File: src/rtl/ej32_fetch.sv
// eJ32 instruction-byte prefetch: streams bytecode from memory into a FIFO for decode/branch.
// Define EJ32_PREFETCH_EN for a DEPTH-entry FIFO; otherwise a single holding byte is used.
module ej32_fetch #(
  parameter int ASZ   = 17,
  parameter int DEPTH = 4
) (
  input  logic           clk,
  input  logic           rst,
  input  logic           jmp_en,
  input  logic [ASZ-1:0] jmp_p,
  output logic           mem_req,
  output logic [ASZ-1:0] mem_a,
  input  logic           mem_ack,
  input  logic [7:0]     mem_d,
  output logic           q_vld,
  output logic [7:0]     q_byte,
  output logic [ASZ-1:0] q_p,
  input  logic           q_take
);

`ifdef EJ32_PREFETCH_EN
  localparam int D = DEPTH;
`else
  localparam int D = 1;
`endif
  localparam int PW = (D > 1) ? $clog2(D) : 1;
  localparam int CW = $clog2(D + 1);
  localparam logic [CW-1:0] FULL_CNT = CW'(D);

  if (DEPTH < 2 || (DEPTH & (DEPTH - 1)) != 0) begin : g_bad_depth
    $error("ej32_fetch: DEPTH must be a power of 2 and at least 2");
  end

  typedef enum logic [1:0] {REDIR, FILL, FULL} state_t;

  state_t         state;
  logic [ASZ-1:0] fa;
  logic [ASZ-1:0] head_p;
  logic [7:0]     fifo [2**PW];
  logic [PW-1:0]  rd_ptr;
  logic [PW-1:0]  wr_ptr;
  logic [CW-1:0]  cnt;
  logic           push;
  logic           pop;

  // A single-entry FIFO keeps both pointers pinned at zero.
  function automatic logic [PW-1:0] ptr_inc(input logic [PW-1:0] p);
    return (D == 1) ? '0 : PW'(p + 1'b1);
  endfunction

  assign mem_req = (state == FILL);
  assign mem_a   = fa;
  assign q_p     = head_p;
  assign q_vld   = (cnt != '0);
  assign q_byte  = fifo[rd_ptr];

  // A redirect cycle swallows any ack and any take.
  assign push = mem_req && mem_ack && !jmp_en;
  assign pop  = q_take && q_vld && !jmp_en;

  always_ff @(posedge clk) begin
    if (rst) begin
      state  <= REDIR;
      fa     <= '0;
      head_p <= '0;
      rd_ptr <= '0;
      wr_ptr <= '0;
      cnt    <= '0;
      for (int i = 0; i < 2**PW; i++) fifo[PW'(i)] <= '0;
    end else if (jmp_en) begin
      state  <= REDIR;
      fa     <= jmp_p;
      head_p <= jmp_p;
      rd_ptr <= '0;
      wr_ptr <= '0;
      cnt    <= '0;
    end else begin
      if (push) begin
        fifo[wr_ptr] <= mem_d;
        wr_ptr       <= ptr_inc(wr_ptr);
        fa           <= fa + 1'b1;
      end
      if (pop) begin
        rd_ptr <= ptr_inc(rd_ptr);
        head_p <= head_p + 1'b1;
      end
      if (push && !pop)
        cnt <= cnt + 1'b1;
      else if (pop && !push)
        cnt <= cnt - 1'b1;

      case (state)
        REDIR:   state <= FILL;
        FILL:    if (push && !pop && cnt == FULL_CNT - 1'b1) state <= FULL;
        FULL:    if (pop) state <= FILL;
        default: state <= REDIR;
      endcase
    end
  end

endmodule

File: config.mk
export PLATFORM = sky130hd
export DESIGN_NAME = ej32_fetch
export DESIGN_NICKNAME = d
export VERILOG_FILES = /design/src/rtl/ej32_fetch.sv
export SDC_FILE = /design/constraint.sdc
export NUM_CORES = 1
export LEC_CHECK = 0
export CAP_MARGIN = 20
export CORE_AREA = 2 2 75 77
export CTS_CLUSTER_SIZE = 30
export DETAILED_ROUTE_END_ITERATION = 16
export DIE_AREA = 0 0 77 79
export PLACE_DENSITY = 0.78
export SYNTH_ARGS = -nofsm -noshare
export SYNTH_HDL_FRONTEND = slang
export SYNTH_SLANG_ARGS = --single-unit
File: constraint.sdc
create_clock -name clk -period 1.9 [get_ports clk]
set_input_delay 0.38 -clock clk [delete_from_list [all_inputs] [get_ports clk]]
set_output_delay 0.38 -clock clk [all_outputs]
set_load 0.01 [all_outputs]
# After elaboration in Yosys (flattened, before gate mapping)
# Memory sizes are Yosys's and may differ from the RTL's.
# Index checks and enable logic that the tools add are counted.
# classes
add_sub_neg	4
eq_ne	4
n_mux	16
n_bitwise	2
reduce_logical	16
# ops
operator	count
$mux 17	4
$add 17x1->17 const B	2
$mux 1	8
$mux 8	1
$logic_and 1x1->1	7
$pmux 2 s3	1
$reduce_bool 2->1	3
$mux 2	2
$logic_not 1->1	3
$eq 2x1->1 const B	1
$eq 2x2->1 const B	1
$logic_not 2->1	1
$ne 2x1->1 const B	1
$ne 2x2->1 const B	1
$reduce_and 2->1	1
$reduce_or 2->1	1
$add 1x1->1 const B	1
$not 1->1	1
$or 1x1->1	1
$sub 1x1->1 const B	1
# totals
register_bits	37
ram_bits	16
inputBits	30
out_inout_bits	44
word_cells	47
n_memories	1
# memory_table
memory	words	word_bits	read_ports	rd_ports_with_merged_regs	wr	line_no	text
fifo	2	8	1	0	2	39	logic [7:0] fifo [2**PW];

# Longest topological paths before layout
# Gate-level depths: netlist of the first run.
# depth
word_depth	8
depth_mapped	9
ltp_nobuf	7

# Worst setup path before layout of the first run
# Ideal clock, no wire load.
# synth_path
path_kind	in2reg
from	input jmp_en
to	register state[0]
setup_time_ps	132
arrival_ps	1555
required_time_ps	1768
slack_ps	214
cell_stages	9
n_path_buf	2
path_cell_list	clkbuf_1 -> clkinv_1 -> clkbuf_1 -> nand3_1 -> ha_1 -> nor2b_1 -> nor2_1 -> nor2_1 -> nor3_1
# synth_via
elab_chain_len	7
elab_cells_between_ends	10
classes_between	eq/ne: 2; reduce/logical: 8
# synth_rtl
element	line_no	text
start, declared	9	input logic jmp_en,
$logic_not 1->1	58, 59	
$logic_and 1x1->1	59	assign pop = q_take && q_vld && !jmp_en;
$logic_not 1->1	94	FILL: if (push && !pop && cnt == FULL_CNT - 1'b1) state <= FULL;
$logic_and 1x1->1 (2 in a row)	94	
$ne 2x1->1 (no line)	-	
$reduce_and 2->1 (no line)	-	
end signal, assigned	94	
end signal, assigned	95	FULL: if (pop) state <= FILL;
end signal, assigned	96	default: state <= REDIR;
end, declared	36	state_t state;
# Several ways; a longest one is shown, not always the timed one.
# A chain may end at the register's enable or synchronous reset.

# Final worst setup path of the first run
# layout_path
from	register state[0]
to	output mem_req
# layout_via
elab_chain_len	1
# layout_rtl
element	line_no	text
start signal, assigned	63	state <= REDIR;
start signal, assigned	71	state <= REDIR;
start signal, assigned	93	REDIR: state <= FILL;
$eq 2x1->1	51	assign mem_req = (state == FILL);
end, declared	11	output logic mem_req,
# No other way between the ends.

==> results of run 1 <==
worst max-delay path by stage:
stage	endpoint	slack, ns	startpoint
after floorplan	state[0]	0.21	jmp_en
after global placement	mem_a[11]	-0.003	mem_ack
after detailed placement	mem_a[7]	-0.05	mem_ack
after CTS	mem_req	0.0004	state[0]
after global routing	mem_req	0.02	state[0]
final	mem_req	0.09	state[0]
sequential cells by signal, summed over array words and instances (netlist names):
name   count
fifo       8
q_vld      1
state      2
mem_a     17
q_p       17
metal layers:
metal | up-vias | routed length [µm]
met2 | 71 | 2810
met4 | 0 | 82
met1 | 995 | 2770
met5 | - | 0
li1 | 1062 | -
met3 | 8 | 304
per-stage QoR:
stage,utilization [%],TNS [ns]
2_1_floorplan,-,0
6_report,63.4,0
3_5_place_dp,61.4,-0.151
3_3_place_gp,61.4,-0.00338
4_1_cts,63.4,0
5_1_grt,63.4,0
synth_stat cells (2+ instances only):
library cell	count
dfxtp_1	37
inv_1	19
a21oi_1	18
a21boi_0	13
nor3_1	12
xnor2_1	12
xor2_1	12
nand2_1	11
nor2_1	11
and2_1	10
nand3_1	9
clkbuf_1	8
edfxtp_1	8
nand4_1	8
a21boi_1	7
o31a_1	6
and4_1	5
mux2i_1	4
nor4_2	4
o21a_1	4
a211oi_1	3
and3_1	3
ha_1	3
buf_2	2
nand4_4	2
nor2b_1	2
power by group:
part           internal [mW]  switching (mW)
registers               1.03          0.0684
clock network          0.388           0.319
logic                  0.237           0.162
area by class of cell:
class                           instances  area, µm²
Clock inverter                          2       33.8
Tap cell                               72       90.1
Clock buffer                            6       72.6
Fill cell                             497       1950
Multi-Input combinational cell        176       1270
Timing Repair Buffer                   89        863
Sequential cell                        45        982
Inverter                               20       75.1
critical path: cells and delay by family, from the launching register on:
family | cells | cell delay [ns]
buffers and inverters | 1 | 0.55
and+or+nand+nor | 1 | 0.18
DFF | 1 | 0.40
repair_timing:
| item | CTS | global route |
|---|---|---|
| endpoints found under the hold margin | 0 | 0 |
| setup endpoints to repair | 0 | 1 |
| resized for setup | 0 | 1 |
| hold buffers | 0 | 0 |
cells by family after synthesis:
logic type / count (synthesis) / synth area share (%)
AOI/OAI and AO/OA: 57 / 16.6
xor gates and xnor gates: 24 / 8.84
adders and majority gates: 3 / 1.58
buffers and inverters: 32 / 5.47
DFF: 45 / 41.2
muxes: 4 / 1.68
and+or+nand+nor: 88 / 24.6
==> reports/qor.yml, run 1 <==
status:
  status: "finished, final reports clean"
pwr:
  power_mw: 2.20
  p_leak_nw: 1.28
  peakVddDrop_mv: 0.467
  cellPowerDensity_nw_per_um2: 651
place:
  hpwl_um: 4500
  place.gp.congestion: 0.775
  place_inst: 402
  portBuffers: 73
  place_worst_setup_slack_ns: -0.0458
  dpl_cell_area_um2: 3280
logic_synthesis:
  yosysUniqueCellTypes: 46
  postSynthAreaPerCell_um2: 9.40
  synth_nets: 286
  synth.area.top_cells: "dfxtp_1 31%, edfxtp_1 10%, xnor2_1 4.4%, xor2_1 4.4%, a21boi_0 4.1%"
  netlist_area_um2: 2380
  synth_seq_area_share_pct: 41.2
  synth-main-ff-cell: "dfxtp_1"
  yosys_warnings: 0
  yosysTopAreaCellShare_pct: 31.1
  synth_enable_flop_cells: 8
  yosysTopAreaCell: "dfxtp_1"
  synthesis.instances: 253
  synth_async_sr_flop_share_pct: 0
  synth-seq-cells: 45
worst_hold_path:
  holdCritPathClass: "reg -> reg"
  min_from: "q_p[10]"
  whs_endpoint: "q_p[10]"
  hold_depth: 2
worst_setup_path:
  ff2ff_setup_slack_ns: 0.32
  crit_type: "reg -> out"
  reg2reg_depth: 4
  path_max_fanout: 5
  crit_chain: "nor2b_1, clkdlybuf4s50_1"
  startpoint_type: "register"
  crit_slowest_cell: "clkdlybuf4s50_1"
  worstReg2RegEnd: "mem_a[15]"
  end_kind: "output pin"
  cp.arrival_ns: 1.43
  r2r_start: "mem_a[6]"
  required_ns: 1.52
  cpPeakStageDelay_ns: 0.55
cells_and_area:
  n_antenna_cell: 0
  final_cells: 410
  final_cell_area_um2: 3380
  drive_gt1_share_pct: 10.7
  layout_commonest_cell: "clkdlybuf4s50_1"
  synthToLayoutAreaGrowth_pct: 42.3
  nets: 370
  layout_common_cells: "73 x clkdlybuf4s50_1, 36 x dfxtp_1, 19 x inv_1, 18 x a21oi_1, 15 x buf_4"
grt:
  antenna_found_initial: 0
  use_met2_pct: 35.9
  first_global_vias: 2101
  grtUsageMet1_pct: 24.9
  grtUsageMet3_pct: 4.32
  grt_use_total_pct: 20.4
  grt_overflow: 0
  grt_pass1_wl_um: 9980
  grt_start_max_net_pins: 28
  busiest_layer: "met2"
timing:
  rsz0062_at_grt: "false"
  drv_slew: 0
  finClkSkew_ns: 0.00277
  period_share_pct: 95.3
  min_period_ns: 1.81
  hold_ws_ns: 0.586
  slew_headroom_pct: 76.8
  setup_viol: 0
  worstMarginPinSlew_ns: 0.346
  finalHoldViolCount: 0
  fmaxAchievable_mhz: 552
  worst_slack_ns: 0.0896
clock_tree:
  cts_max_level: 2
  tritoncts: "done"
  clock-sinks: 45
  clockBufferDepth: 2
  clock-root-buffer: "clkbuf_8"
  clk_pin_slew_ns: 0.08
  cts_setup_buffers: 0
  numCtsBuffers: 5
  clock_latency_ns: 0.30
drt:
  drc: 0
  ant_nets: 0
  drt-pass1-iter-count: 4
  wire_per_inst_um: 14.6
  viasPerCell: 5.21
  wl_um: 5970
  vias: 2136
  drtIter0Drc: 79
floorplan:
  design.die.area_um2: 6080
  die_w_um: 77
  start_util_pct: 44.6
  fp-row-count: 27
  io_pins: 74
  die_h_um: 79
  coreArea_um2: 5340
flow_run:
  maxCapViolCount: 0
Note: power is estimated with default switching activity, not from simulation.
==> run 2: changes to the inputs <==
--- a/config.mk
+++ b/config.mk
@@ -5,11 +5,12 @@
 export SDC_FILE = /design/constraint.sdc
 export NUM_CORES = 1
 export LEC_CHECK = 0
-export CAP_MARGIN = 20
+export CAP_MARGIN = 25
 export CORE_AREA = 2 2 75 77
 export CTS_CLUSTER_SIZE = 30
 export DETAILED_ROUTE_END_ITERATION = 16
 export DIE_AREA = 0 0 77 79
+export GPL_TIMING_DRIVEN = 0
 export PLACE_DENSITY = 0.78
 export SYNTH_ARGS = -nofsm -noshare
 export SYNTH_HDL_FRONTEND = slang
==> run 2 against run 1 <==
Net effect:
- sequential share of layout area rose by 0.92 points
- total power is 5.1% lower
- sequential cell count did not move
- sequential power is essentially flat
- worst hold slack worse by 0.012 ns
==> reports/qor.yml, run 2 (synthesis gave the netlist of run 1 again) <==
status:
  status: "finished, final reports clean"  # unchanged
pwr:
  cellPowerDensity_nw_per_um2: 638  # was 651 nW/µm²
  peakVddDrop_mv: 0.367  # was 0.467 mV
  p_leak_nw: 1.22  # was 1.28 nW
timing:
  worstMarginPinSlew_ns: 0.515  # was 0.346 ns
  fmaxAchievable_mhz: 552  # about the same
  hold_ws_ns: 0.574  # was 0.586 ns
  rsz0062_at_grt: "false"  # unchanged
  finalHoldViolCount: 0  # unchanged
  drv_slew: 0  # unchanged
  setup_viol: 0  # unchanged
  finClkSkew_ns: 0.00484  # was 0.00277 ns
  min_period_ns: 1.81  # about the same
  period_share_pct: 95.3  # about the same
  slew_headroom_pct: 65.7  # was 76.8%
cells_and_area:
  n_antenna_cell: 0  # unchanged
  drive_gt1_share_pct: 7.21  # was 10.7%
  nets: 365  # was 370
  synthToLayoutAreaGrowth_pct: 37.9  # was 42.3%
  final_cells: 405  # was 410
  layout_commonest_cell: "clkdlybuf4s50_1"  # unchanged
  fin_util_pct: 61.5  # was 63.4%
  layout_common_cells: "72 x clkdlybuf4s50_1, 36 x dfxtp_1, 19 x inv_1, 18 x a21oi_1, 13 x a21boi_0"  # was 73 x clkdlybuf4s50_1, 36 x dfxtp_1, 19 x inv_1, 18 x a21oi_1, 15 x buf_4
grt:
  grtUsageMet3_pct: 4.09  # was 4.32%
  grtUsageMet1_pct: 26.9  # was 24.9%
  grt_use_total_pct: 20.6  # was 20.4%
  first_global_vias: 2025  # was 2101
  antenna_found_initial: 0  # unchanged
  busiest_layer: "met2"  # unchanged
  grt_pass1_wl_um: 9940  # was 9980 µm
  use_met2_pct: 34.2  # was 35.9%
  grt_start_max_net_pins: 14  # was 28
  grt_overflow: 0  # unchanged
worst_setup_path:
  reg2reg_depth: 5  # was 4
  crit_type: "reg -> out"  # unchanged
  cpPeakStageDelay_ns: 0.55  # about the same
  r2r_start: "mem_a[0]"  # was mem_a[6]
  path_max_fanout: 5  # unchanged
  crit_chain: "nor2b_1, clkdlybuf4s50_1"  # unchanged
  cp.arrival_ns: 1.43  # about the same
  endpoint: "mem_req"  # unchanged
  setup.worst_path.start: "state[0]"  # unchanged
  crit_slowest_cell: "clkdlybuf4s50_1"  # unchanged
  ff2ff_setup_slack_ns: 0.21  # was 0.32 ns
  cp.buffers_inverters: 1  # unchanged
  required_ns: 1.52  # about the same
  path_depth: 2  # unchanged
  path_delay_family: "buffers and inverters"  # unchanged
  startpoint_type: "register"  # unchanged
  worstReg2RegEnd: "mem_a[16]"  # was mem_a[15]
  end_kind: "output pin"  # unchanged
drt:
  drc: 0  # unchanged
  viasPerCell: 5.28  # was 5.21
  vias: 2140  # was 2136
  wl_um: 5820  # was 5970 µm
  wire_per_inst_um: 14.4  # was 14.6 µm
  drt-pass1-iter-count: 4  # unchanged
  drtIter0Drc: 168  # was 79
  ant_nets: 0  # unchanged
clock_tree:
  numCtsBuffers: 5  # unchanged
  clockBufferDepth: 2  # unchanged
  clock-root-buffer: "clkbuf_8"  # unchanged
  clock_latency_ns: 0.30  # about the same
  cts_setup_buffers: 0  # unchanged
  tritoncts: "done"  # unchanged
  clock-sinks: 45  # unchanged
  cts_hold_buffers: 0  # unchanged
  cts_max_level: 2  # unchanged
  clk_pin_slew_ns: 0.08  # about the same
place:
  hpwl_um: 4440  # was 4500 µm
  place.gp.congestion: 0.845  # was 0.775
  place_inst: 397  # was 402
  portBuffers: 72  # was 73
floorplan:
  design.die.area_um2: 6080  # unchanged
  fp-row-count: 27  # unchanged
  die_w_um: 77  # unchanged
  io_pins: 74  # unchanged
  die_h_um: 79  # unchanged
  start_util_pct: 44.6  # unchanged
  coreArea_um2: 5340  # unchanged
worst_hold_path:
  holdCritPathClass: "in -> reg"  # was reg -> reg
flow_run:
  maxCapViolCount: 0  # unchanged
[run 2: cell count changes in the layout (fill, tap and decap cells not counted), moves of 2 or more]
cell and change:
buf_2 +2, buf_4 -15, clkinv_1 -2, clkbuf_1 +9
[run 2: per-stage QoR]
stage | worst slack [ns] | setup TNS, ns | instance area [µm²] | power (mW)
floorplan | 0.214 | 0 | 2380 | 1.28
global placement | -0.162 | -1.92 | 3190 | 1.49
detailed placement | -0.211 | -2.10 | 3190 | 1.50
CTS | 0.0746 | 0 | 3280 | 2.11
global route | 0.00965 | 0 | 3280 | 2.19
finish | 0.0884 | 0 | 3280 | 2.09
[run 2: worst min path at each step]
stage	from	to	depth (start not counted)
after floorplan	rst	q_p[15]	2
after detailed placement	q_p[10]	q_p[10]	2
after global placement	q_p[10]	q_p[10]	2
final	jmp_en	mem_a[3]	3
after global routing	jmp_en	mem_a[3]	3
after CTS	jmp_en	mem_a[15]	3
[run 2: tightest hold or removal path, cell delays in order]
cell      delay [ns]
clkbuf_1        0.17
inv_2           0.19
a21boi_1        0.08
[run 2: repair_timing]
action,4_1_cts,5_1_grt
endpoints found under the setup margin,1,2
gates cloned,0,0
gates resized for setup,1,1
[run 2: cell type report]
cell class	instances	area, µm²
Fill cell	495	2060
Buffer	12	55.1
Sequential cell	45	982
Timing Repair Buffer	72	721
Clock buffer	8	90.1
Inverter	20	75.1
Tap cell	72	90.1
Multi-Input combinational cell	176	1270
[run 2: metal layers]
layer  vias to the layer above  routed length [µm]  part of all wire (%)
met5                         -                   0                     0
met4                         0                  85                   1.5
met3                         7                 401                   6.9
met2                        77                2760                    47
met1                      1000                2570                    44
li1                       1056                   -                     -
[run 2: power by group]
group	internal [mW]	switching (mW)	total, mW
clock network	0.297	0.317	0.614
logic	0.222	0.160	0.381
registers	1.03	0.0671	1.10
==> run 3: changes to the inputs <==
--- a/config.mk
+++ b/config.mk
@@ -6,12 +6,13 @@
 export NUM_CORES = 1
 export LEC_CHECK = 0
 export CAP_MARGIN = 25
-export CORE_AREA = 2 2 75 77
+export CORE_AREA = 2 2 79 81
 export CTS_CLUSTER_SIZE = 30
 export DETAILED_ROUTE_END_ITERATION = 16
-export DIE_AREA = 0 0 77 79
+export DIE_AREA = 0 0 81 83
+export GPL_ROUTABILITY_DRIVEN = 0
 export GPL_TIMING_DRIVEN = 0
-export PLACE_DENSITY = 0.78
+export PLACE_DENSITY = 0.74
 export SYNTH_ARGS = -nofsm -noshare
 export SYNTH_HDL_FRONTEND = slang
 export SYNTH_SLANG_ARGS = --single-unit
==> constraint.sdc (replaced) <==
create_clock -name clk -period 1.6 [get_ports clk]
set_input_delay 0.32 -clock clk [delete_from_list [all_inputs] [get_ports clk]]
set_output_delay 0.32 -clock clk [all_outputs]
set_load 0.01 [all_outputs]
==> run 3 against run 2 <==
Net effect:
- clock power grew 48%
- sequential power increased by 19%
- sequential share of layout area grew 0.094 points
- cell count rose by 0.74%
- routed wire length is 4.4% higher
- non-clock buffer count is the same
- first-iteration DRC count down 30%
- worst hold slack got worse by 0.16 ns
- clock skew rose by 0.0020 ns
- largest cell class unchanged
==> reports/qor.yml, run 3 (synthesis gave the netlist of run 1 again) <==
worst_setup_path:
  cpPeakStageDelay_ns: 0.55  # about the same
  ff2ff_setup_slack_ns: 0.09  # was 0.21 ns
  reg2reg_depth: 6  # was 5
  r2r_start: "q_p[0]"  # was mem_a[0]
  crit_slowest_cell: "clkdlybuf4s50_1"  # unchanged
  end_kind: "output pin"  # unchanged
  worstReg2RegEnd: "q_p[16]"  # was mem_a[16]
  endpoint: "mem_a[2]"  # was mem_req
  path_max_fanout: 5  # unchanged
  path_depth: 1  # was 2
  cp.arrival_ns: 1.24  # was 1.43 ns
  path_delay_family: "buffers and inverters"  # unchanged
  crit_chain: "clkdlybuf4s50_1"  # was nor2b_1, clkdlybuf4s50_1
  setup.worst_path.start: "mem_a[2]"  # was state[0]
  required_ns: 1.28  # was 1.52 ns
  startpoint_type: "register"  # unchanged
  cp.buffers_inverters: 1  # unchanged
  crit_type: "reg -> out"  # unchanged
floorplan:
  io_pins: 74  # unchanged
  die_w_um: 81  # was 77 µm
  die_h_um: 83  # was 79 µm
  start_util_pct: 40.9  # was 44.6%
  design.die.area_um2: 6720  # was 6080 µm²
  fp-row-count: 28  # was 27
  coreArea_um2: 5820  # was 5340 µm²
clock_tree:
  clk_pin_slew_ns: 0.08  # about the same
  clock-root-buffer: "clkbuf_8"  # unchanged
  clock_latency_ns: 0.31  # was 0.30 ns
  cts_hold_buffers: 0  # unchanged
  numCtsBuffers: 5  # unchanged
  clockBufferDepth: 2  # unchanged
  clock-sinks: 45  # unchanged
  cts_max_level: 2  # unchanged
  tritoncts: "done"  # unchanged
timing:
  rsz0062_at_grt: "false"  # unchanged
  period_share_pct: 97.5
  finalSetupTns_ns: 0  # unchanged
  hold_ws_ns: 0.410  # was 0.574 ns
  worstMarginPinSlew_ns: 0.528  # was 0.515 ns
  slew_headroom_pct: 64.8  # was 65.7%
  finClkSkew_ns: 0.00680  # was 0.00484 ns
  setup_viol: 0  # unchanged
  fmaxAchievable_mhz: 641
  finalHoldViolCount: 0  # unchanged
  min_period_ns: 1.56
  drv_slew: 0  # unchanged
cells_and_area:
  layout_common_cells: "55 x clkdlybuf4s50_1, 20 x dfxtp_2, 19 x inv_1, 18 x a21oi_1, 13 x a21boi_0"  # was 72 x clkdlybuf4s50_1, 36 x dfxtp_1, 19 x inv_1, 18 x a21oi_1, 13 x a21boi_0
  synthToLayoutAreaGrowth_pct: 43.5  # was 37.9%
  layout_commonest_cell: "clkdlybuf4s50_1"  # unchanged
  drive_gt1_share_pct: 17.1  # was 7.21%
  num-fill-cells: 546  # was 495
  n_antenna_cell: 0  # unchanged
  nets: 365  # unchanged
  final_cells: 408  # was 405
drt:
  ant_nets: 0  # unchanged
  viasPerCell: 5.21  # was 5.28
  wire_per_inst_um: 14.9  # was 14.4 µm
  vias: 2126  # was 2140
  drt-pass1-iter-count: 4  # unchanged
  wl_um: 6080  # was 5820 µm
  drtIter0Drc: 117  # was 168
  drc: 0  # unchanged
place:
  portBuffers: 72  # unchanged
  hpwl_um: 4470  # was 4440 µm
  place_inst: 400  # was 397
grt:
  antenna_found_initial: 0  # unchanged
  grt_overflow: 0  # unchanged
  grt_start_max_net_pins: 15  # was 14
  first_global_vias: 1991  # was 2025
  grt_pass1_wl_um: 9560  # was 9940 µm
  grt_use_total_pct: 18.5  # was 20.6%
status:
  status: "finished, final reports clean"  # unchanged
pwr:
  peakVddDrop_mv: 0.421  # was 0.367 mV
  p_leak_nw: 1.43  # was 1.22 nW
  cellPowerDensity_nw_per_um2: 781  # was 638 nW/µm²
flow_run:
  maxCapViolCount: 0  # unchanged
worst_hold_path:
  holdCritPathClass: "in -> reg"  # unchanged
## run 3: power by group
group          total [mW]  switching [mW]  internal [mW]
registers            1.31          0.0818           1.23
logic               0.448           0.194          0.255
clock network       0.910           0.402          0.508
## run 3: worst min-delay path by stage
stage                        from        to  slack, ns  cells past startpoint
after floorplan               rst   q_p[15]       0.49                      2
final                      jmp_en  mem_a[5]       0.41                      3
after global placement    q_p[10]   q_p[10]       0.57                      2
after detailed placement  q_p[10]   q_p[10]       0.58                      2
after global routing       jmp_en  mem_a[3]       0.44                      3
after CTS                  jmp_en  mem_a[3]       0.45                      3
## run 3: cell type report
cell class | count | area, µm² | share of cell area (%)
Multi-Input combinational cell | 176 | 1290 | 37.8
Sequential cell | 45 | 1020 | 30.0
Timing Repair Buffer | 72 | 741 | 21.7
Tap cell | 75 | 93.8 | 2.75
Clock buffer | 6 | 82.6 | 2.42
Inverter | 20 | 76.3 | 2.24
Buffer | 12 | 65.1 | 1.91
Clock inverter | 2 | 37.5 | 1.10
## run 3: routing by layer
| metal | wire, µm | GRT usage [%] | vias to the layer above | share of wire, % |
|---|---|---|---|---|
| met2 | 2890 | 30.3 | 76 | 48 |
| met4 | 67 | 5.70 | 0 | 1.1 |
| met5 | 0 | 0 | - | 0 |
| met1 | 2670 | 23.5 | 992 | 44 |
| met3 | 449 | 4.78 | 6 | 7.4 |
| li1 | - | - | 1052 | - |
## run 3: worst min-delay path: stages
cell	delay, ns
clkbuf_2	0.14
clkinv_2	0.13
a21boi_1	0.07
## run 3: repair_timing
action	in CTS	in global routing
endpoints found under the hold margin	0	0
pin swaps	0	0
buffers inserted	0	0
resized for setup	31	31
endpoints found under the setup margin	32	28
## run 3: per-stage QoR
stage	setup slack (ns)	power, mW	util, %	cell area [µm²]
finish	0.0404	2.67	58.7	3410
global route	0.000855	2.79	58.7	3410
CTS	0.00276	2.69	57.5	3340
detailed placement	-0.403	1.78	54.9	3190
global placement	-0.396	1.77	54.9	3190
floorplan	0.0318	1.52	-	2380
